## config.mk

```make
export PLATFORM = sky130hd
export DESIGN_NAME = shift_reg_seq_flat
export DESIGN_NICKNAME = d
export VERILOG_FILES = /design/src/rtl/shift_reg_if.sv /design/src/rtl/shift_reg_seq.sv /design/src/flat_wrapper.sv
export SDC_FILE = /design/constraint.sdc
export NUM_CORES = 1
export LEC_CHECK = 0
export CORE_MARGIN = 8
export CORE_UTILIZATION = 45
export DETAILED_ROUTE_END_ITERATION = 8
export GPL_TIMING_DRIVEN = 0
export HOLD_SLACK_MARGIN = 0.02
export PLACE_DENSITY = 0.77
export SKIP_CTS_REPAIR_TIMING = 1
export SLEW_MARGIN = 0
export SYNTH_ARGS = -nofsm -noshare
export SYNTH_HDL_FRONTEND = slang
export SYNTH_SLANG_ARGS = --single-unit
```

## constraint.sdc

```tcl
create_clock -name clk -period 2 [get_ports clk]
set_clock_uncertainty 0.15 [all_clocks]
set_input_delay 0.5 -clock clk [delete_from_list [all_inputs] [get_ports clk]]
set_output_delay 0.5 -clock clk [all_outputs]
set_load 0.02 [all_outputs]
```

## src/rtl/shift_reg_if.sv

```systemverilog
// Command/data bundle for shift_reg_seq: valid/ready command channel, serial inputs and register outputs.
interface shift_reg_if #(
  parameter int WIDTH = 8,
  parameter int AMT_W = 4
);
  logic             cmd_valid;
  logic             cmd_ready;
  logic [1:0]       cmd_op;
  logic [AMT_W-1:0] cmd_amt;
  logic [WIDTH-1:0] cmd_data;
  logic             sin_l;
  logic             sin_r;
  logic [WIDTH-1:0] q;
  logic             sout;
  logic             done;

  modport master (
    output cmd_valid, cmd_op, cmd_amt, cmd_data, sin_l, sin_r,
    input  cmd_ready, q, sout, done
  );

  modport slave (
    input  cmd_valid, cmd_op, cmd_amt, cmd_data, sin_l, sin_r,
    output cmd_ready, q, sout, done
  );
endinterface

```

## src/rtl/shift_reg_seq.sv

```systemverilog
// Sequenced shift register: LOAD, or SHL/SHR/ROT by N steps at one bit per clock, done pulse on completion.
// Optional rotate-left stepping is enabled by defining SHIFT_REG_ROTATE_EN; otherwise ROT completes like amt=0.
module shift_reg_seq #(
  parameter int WIDTH = 8,
  parameter int AMT_W = 4
) (
  input  logic        clk,
  input  logic        rst,
  shift_reg_if.slave  bus
);

  typedef enum logic [1:0] {
    OP_LOAD = 2'b00,
    OP_SHL  = 2'b01,
    OP_SHR  = 2'b10,
    OP_ROT  = 2'b11
  } op_e;

  typedef enum logic {
    IDLE  = 1'b0,
    SHIFT = 1'b1
  } state_e;

`ifdef SHIFT_REG_ROTATE_EN
  localparam bit ROT_EN = 1'b1;
`else
  localparam bit ROT_EN = 1'b0;
`endif

  state_e           state;
  state_e           state_nx;
  op_e              cmd_op;
  op_e              op_q;
  logic [AMT_W-1:0] cnt;
  logic [WIDTH-1:0] q_r;
  logic [WIDTH-1:0] step_q;
  logic             sout_r;
  logic             step_sout;
  logic             done_r;
  logic             accept;
  logic             op_steps;
  logic             starts_shift;
  logic             last_step;

  assign cmd_op        = op_e'(bus.cmd_op);
  assign bus.cmd_ready = (state == IDLE);
  assign accept        = bus.cmd_valid && (state == IDLE);

  // Only these ops walk through SHIFT; a zero count completes immediately like LOAD.
  assign op_steps      = (cmd_op == OP_SHL) || (cmd_op == OP_SHR) ||
                         (ROT_EN && (cmd_op == OP_ROT));
  assign starts_shift  = accept && op_steps && (bus.cmd_amt != '0);
  assign last_step     = (state == SHIFT) && (cnt == AMT_W'(1));

  // NOTE: every always_comb output gets a default first, so no path can infer a latch.
  always_comb begin
    state_nx = state;
    case (state)
      IDLE:    if (starts_shift) state_nx = SHIFT;
      SHIFT:   if (last_step)    state_nx = IDLE;
      default: state_nx = IDLE;
    endcase
  end

  // One step of the latched op; serial inputs are sampled live at each step edge.
  always_comb begin
    step_q    = q_r;
    step_sout = sout_r;
    case (op_q)
      OP_SHL: begin
        step_sout = q_r[WIDTH-1];
        step_q    = {q_r[WIDTH-2:0], bus.sin_l};
      end
      OP_SHR: begin
        step_sout = q_r[0];
        step_q    = {bus.sin_r, q_r[WIDTH-1:1]};
      end
`ifdef SHIFT_REG_ROTATE_EN
      OP_ROT: begin
        step_sout = q_r[WIDTH-1];
        step_q    = {q_r[WIDTH-2:0], q_r[WIDTH-1]};
      end
`endif
      default: ;
    endcase
  end

  // NOTE: sequential state uses non-blocking assignments so every flop samples pre-edge values.
  always_ff @(posedge clk) begin
    if (rst) state <= IDLE;
    else     state <= state_nx;
  end

  always_ff @(posedge clk) begin
    if (rst) begin
      q_r    <= '0;
      sout_r <= 1'b0;
      done_r <= 1'b0;
      cnt    <= '0;
      op_q   <= OP_LOAD;
    end else begin
      done_r <= 1'b0;
      if (state == IDLE) begin
        if (accept) begin
          op_q <= cmd_op;
          if (cmd_op == OP_LOAD) begin
            q_r    <= bus.cmd_data;
            done_r <= 1'b1;
          end else if (starts_shift) begin
            cnt <= bus.cmd_amt;
          end else begin
            done_r <= 1'b1;
          end
        end
      end else begin
        q_r    <= step_q;
        sout_r <= step_sout;
        cnt    <= cnt - AMT_W'(1);
        if (last_step) done_r <= 1'b1;
      end
    end
  end

  assign bus.q    = q_r;
  assign bus.sout = sout_r;
  assign bus.done = done_r;

endmodule

```

## src/flat_wrapper.sv

```systemverilog
// flat-port wrapper written by rule: the top's interface ports become plain ports
module shift_reg_seq_flat 
#(
  parameter int WIDTH = 8,
  parameter int AMT_W = 4
)
  (clk, rst, bus_cmd_valid, bus_cmd_op, bus_cmd_amt, bus_cmd_data, bus_sin_l, bus_sin_r, bus_cmd_ready, bus_q, bus_sout, bus_done);
  shift_reg_if #(.WIDTH(WIDTH), .AMT_W(AMT_W)) bus_i ();
  input  logic clk;
  input  logic rst;
  input wire logic [$bits(bus_i.cmd_valid)-1:0] bus_cmd_valid;
  input wire logic [$bits(bus_i.cmd_op)-1:0] bus_cmd_op;
  input wire logic [$bits(bus_i.cmd_amt)-1:0] bus_cmd_amt;
  input wire logic [$bits(bus_i.cmd_data)-1:0] bus_cmd_data;
  input wire logic [$bits(bus_i.sin_l)-1:0] bus_sin_l;
  input wire logic [$bits(bus_i.sin_r)-1:0] bus_sin_r;
  output wire logic [$bits(bus_i.cmd_ready)-1:0] bus_cmd_ready;
  output wire logic [$bits(bus_i.q)-1:0] bus_q;
  output wire logic [$bits(bus_i.sout)-1:0] bus_sout;
  output wire logic [$bits(bus_i.done)-1:0] bus_done;
  assign bus_i.cmd_valid = bus_cmd_valid;
  assign bus_i.cmd_op = bus_cmd_op;
  assign bus_i.cmd_amt = bus_cmd_amt;
  assign bus_i.cmd_data = bus_cmd_data;
  assign bus_i.sin_l = bus_sin_l;
  assign bus_i.sin_r = bus_sin_r;
  assign bus_cmd_ready = bus_i.cmd_ready;
  assign bus_q = bus_i.q;
  assign bus_sout = bus_i.sout;
  assign bus_done = bus_i.done;
  shift_reg_seq #(.WIDTH(WIDTH), .AMT_W(AMT_W)) u_core (.clk(clk), .rst(rst), .bus(bus_i));
endmodule
```

* Yosys cells after proc, flatten, opt, wreduce, memory -nomap -nowiden
Cells that the tools add are included.
** Word-level totals
- Output and inout bits :: 11
- Logic and storage cells :: 47
- Bits of input ports :: 19
- Register bits after elaboration :: 17
** Cells by class
- Muxes and demuxes :: 17
- Reduce and logical (&&, ||, !) cells :: 15
- $add $sub $neg :: 1
- Bitwise operators :: 1
- Eq/ne operators :: 7
** Operators by type and width (count)
- 2-to-1 mux 8 bit :: 3
- 2-to-1 mux 4 bit :: 4
- one-hot mux 8 bit (2 select lines) :: 1
- nonzero test 2 bit :: 4
- 2-to-1 mux 1 bit :: 7
- AND reduction 3 bit :: 2
- == test 2 x 1 -> 1 bit (second input constant) :: 2
- == test 2 bit (second input constant) :: 2
- == test 4 x 1 -> 1 bit (second input constant) :: 1
- logical AND 1 bit :: 4
- one-hot mux 1 bit (2 select lines) :: 2
- AND reduction 2 bit :: 2
- nonzero test 4 bit :: 1
- subtractor 4 x 1 -> 4 bit (second input constant) :: 1
- != test 3 bit (second input constant) :: 1
- logical NOT 2 bit :: 1
- != test 2 x 1 -> 1 bit (second input constant) :: 1
- logical OR 1 bit :: 1
- NOT 1 bit :: 1

* Longest topological paths before layout
- Word-level depth :: 8
- Depth in mapped cells :: 6
- Depth with buffers taken out :: 5

* Least setup slack after synthesis
No wires, ideal clock.
- Kind :: input to register
- Start :: in bus_cmd_op[0]
- End :: reg u_core.cnt[0]
- Slack :: 0.378 ns
- Cell stages on the path :: 5
- Setup time :: 0.134 ns
- Arrival :: 1.338 ns
- Cells stage by stage :: inv_1 ha_1 and3b_1 a211oi_1 a211oi_1
** Between the ends
- Longest elaborated chain between the ends :: 6
** RTL lines
- start: declaration :: RTL line flat_wrapper.sv:12 : input wire logic [$bits(bus_i.cmd_op)-1:0] bus_cmd_op;
- == test 2 x 1 -> 1 bit / == test 2 bit (equally long branches) :: RTL line shift_reg_seq.sv:50 : assign op_steps = (cmd_op == OP_SHL) || (cmd_op == OP_SHR) ||
- logical OR 1 bit :: RTL line shift_reg_seq.sv:50
- logical AND 1 bit (2 in series) :: RTL line shift_reg_seq.sv:52 : assign starts_shift = accept && op_steps && (bus.cmd_amt != '0);
- nonzero test 2 bit (no source line)
- AND reduction 3 bit (no source line) *
- end signal: assignment :: RTL line shift_reg_seq.sv:110 : cnt <= bus.cmd_amt;
- end signal: assignment :: RTL line shift_reg_seq.sv:118 : cnt <= cnt - AMT_W'(1);
- end: declaration :: RTL line shift_reg_seq.sv:34 : logic [AMT_W-1:0] cnt;
Mark *: on every way between the ends. The rest lies on a longest branch, timed or not.
A chain may end at the register's enable or synchronous reset.

* Worst setup path after layout
- Start :: reg u_core.q_r[3] (netlist: u_core.bus.q[3])
- End :: out bus_q[3]
** RTL lines
- start: declaration :: RTL line shift_reg_seq.sv:35 : logic [WIDTH-1:0] q_r;
- start signal: assignment :: RTL line shift_reg_seq.sv:107 : q_r <= bus.cmd_data;
- start signal: assignment :: RTL line shift_reg_seq.sv:116 : q_r <= step_q;
- end: declaration :: RTL line flat_wrapper.sv:18 : output wire logic [$bits(bus_i.q)-1:0] bus_q;
No word-level cell between the ends.

==> reports/summary.txt <==
Startpoint Class: register
kind of critical path: reg2out
DIE AREA: 3940 um2
vias in the first global route: 955
status: completed
biggest cell delay along the critical path: 630 ps
total grt overflow: 0
clock root buffer: clkbuf_4
Post-DRT Antenna Nets: 0
DR vias: 948
most frequent cells in the layout: 24 x clkdlybuf4s50_1, 17 x dfxtp_1, 12 x nor2_1
CP max FO: 4
worst path required time: 1350 ps
synthesized instance count: 109
GPL Wtd Cong: 0.797
VDD IR max: 0.321 mV
pwr/cell area: 616 nW/um2
CTS Buf Count: 3
CP bufs+invs: 1
CP delay by family, top: buffers and inverters
Leakage: 0.567 nW
final wirelength: 2510 um
htree depth: 1
effective utilization at floorplan: 45.8%
Worst-Skew Late Latency: 280 ps
Die Y-Extent: 62.8 um
share of layout cells above drive strength 1: 9.79%
post-DP HPWL: 1910 um
min Tclk post-route: 1950 ps
first-pass GRT wire length: 4200 um
max-slew violations: 0
initial antenna violation count: 0
EDFF count, synth: 0
commonest non-fill, non-tap cell in the layout: clkdlybuf4s50_1
hold_ws: 364 ps
Mapped Area: 985 um2
Layout area overhead: 38.6%
starting DRC count in detailed routing: 41
Final setup viols: 0
Worst-Margin Slew: 480 ps
Post-DP Area: 1310 um2
net count after synthesis: 132
CP arrival: 1300 ps
clk sinks: 17
vias per inst: 5.54
TritonCTS clock tree: built
NumNets Final: 167
port bufs: 29
YS warnings: 0
drt first pass iters: 4
core area: 2150 um2
Netlist cell types: 34
hold crit path type: reg2reg
drt drc: 0
Std-Cell Rows: 17
Max Buffers Root-to-Sink: 2
RSZ-0062 raised after global routing: no
Crit. End Element: output pin
Synth Flop Type: dfxtp_1
ANT cells: 0
Setup TNS: 0 ps
FF+latch count, synth: 17
f_max: 0.513 GHz
part of the Yosys area used for sequential elements: 34.6%
Final Instance Area: 1370 um2
Final period util: 97.5%
Mean Syn Cell Area: 9.03 um2
crit path cell chain: clkdlybuf4s50_1
Max Cap Viol: 0
Post-synth ARST share: 0%
slew margin rel.: 68.0%
Top Ports: 30
die width: 62.8 um
Overall Global Routing Usage: 12.5%
largest net degree at the start of global routing: 11
final hold vios: 0
Worst-path clk slew: 100 ps
CP max stage cell: clkdlybuf4s50_1
WL/cell: 14.7 um
## where the power goes
group	leakage (nW)	total (mW)	switching [mW]	internal [mW]
Sequential	0.139	0.393	0.0261	0.367
Clock	0.0150	0.180	0.103	0.0773
Combinational	0.413	0.267	0.131	0.136
## cell families (layout without fill, tap and decap cells)
family | count (synthesis) | after routing | synth area share [%]
buffers and inverters | 12 | 46 | 5.21
adders and majority gates | 4 | 4 | 5.08
and+or+nand+nor | 31 | 31 | 19.4
DFF | 17 | 17 | 34.6
xor gates and xnor gates | 1 | 1 | 0.890
AOI/OAI and AO/OA | 33 | 33 | 23.6
muxes | 11 | 11 | 11.2
## cells in the mapped netlist, drive strengths merged (2+ instances only)
cell type | n | share of area (%)
dfxtp | 17 | 35
a21oi | 12 | 6.5
nor2 | 12 | 4.6
mux2i | 11 | 11
a22o | 8 | 7.1
inv | 7 | 2.7
a211oi | 5 | 4.3
ha | 4 | 5.1
buf | 3 | 1.8
nand2b | 3 | 1.9
nor2b | 3 | 1.9
clkbuf | 2 | 0.76
nand3b | 2 | 1.5
o21ai | 2 | 1.0
o311ai | 2 | 1.8
o31ai | 2 | 1.5
or4 | 2 | 1.9
## worst min-delay path, stage by stage, from the launching register on
cell and delay [ps]:
dfxtp_1 340, mux2i_1 70, nor2_1 80
## cell type report
type	count	area (um2)
repair buffers	30	310
plain buffers	5	25.0
inverters	7	26.3
clock buffers	4	26.3
well taps	28	35.0
multi-input cells	80	602
fillers	190	783
flip-flops and latches	17	340
## final timing paths
path	slack, ps	endpoint	startpoint	cells past startpoint
hold reg to reg	360	u_core.op_q[0]	u_core.op_q[0]	2
setup reg to reg	310	u_core.bus.q[3]	u_core.op_q[0]	6
setup / recovery	50	bus_q[3]	u_core.bus.q[3]	1
hold / removal	360	u_core.op_q[0]	u_core.op_q[0]	2
## layer usage
metal | global-route usage, % | share of wire (%)
met3 | 5.56 | 7.9
met5 | 0 | 0
met4 | 5.98 | 1.6
met2 | 21.3 | 47
met1 | 12.8 | 43
## stage by stage
| stage | std cells | util (%) | power, mW | worst slack, ps |
|---|---|---|---|---|
| after floorplan | 109 | - | 0.559 | 378 |
| final | 171 | 63.5 | 0.841 | 49.6 |
| after CTS | 170 | 62.2 | 0.842 | -149 |
| after global routing | 171 | 63.5 | 0.892 | 1.49 |
| after detailed placement | 166 | 61.0 | 0.665 | -201 |
| after global placement | 166 | 61.0 | 0.657 | -185 |
## state kept, by name (all words and copies together), names as in the netlist
signal / count
u_core.bus.q: 8
u_core.bus.sout: 1
u_core.op_q: 2
u_core.cnt: 4
u_core.bus.done: 1
u_core.state: 1
No activity file was read; power rests on OpenSTA's default activity.
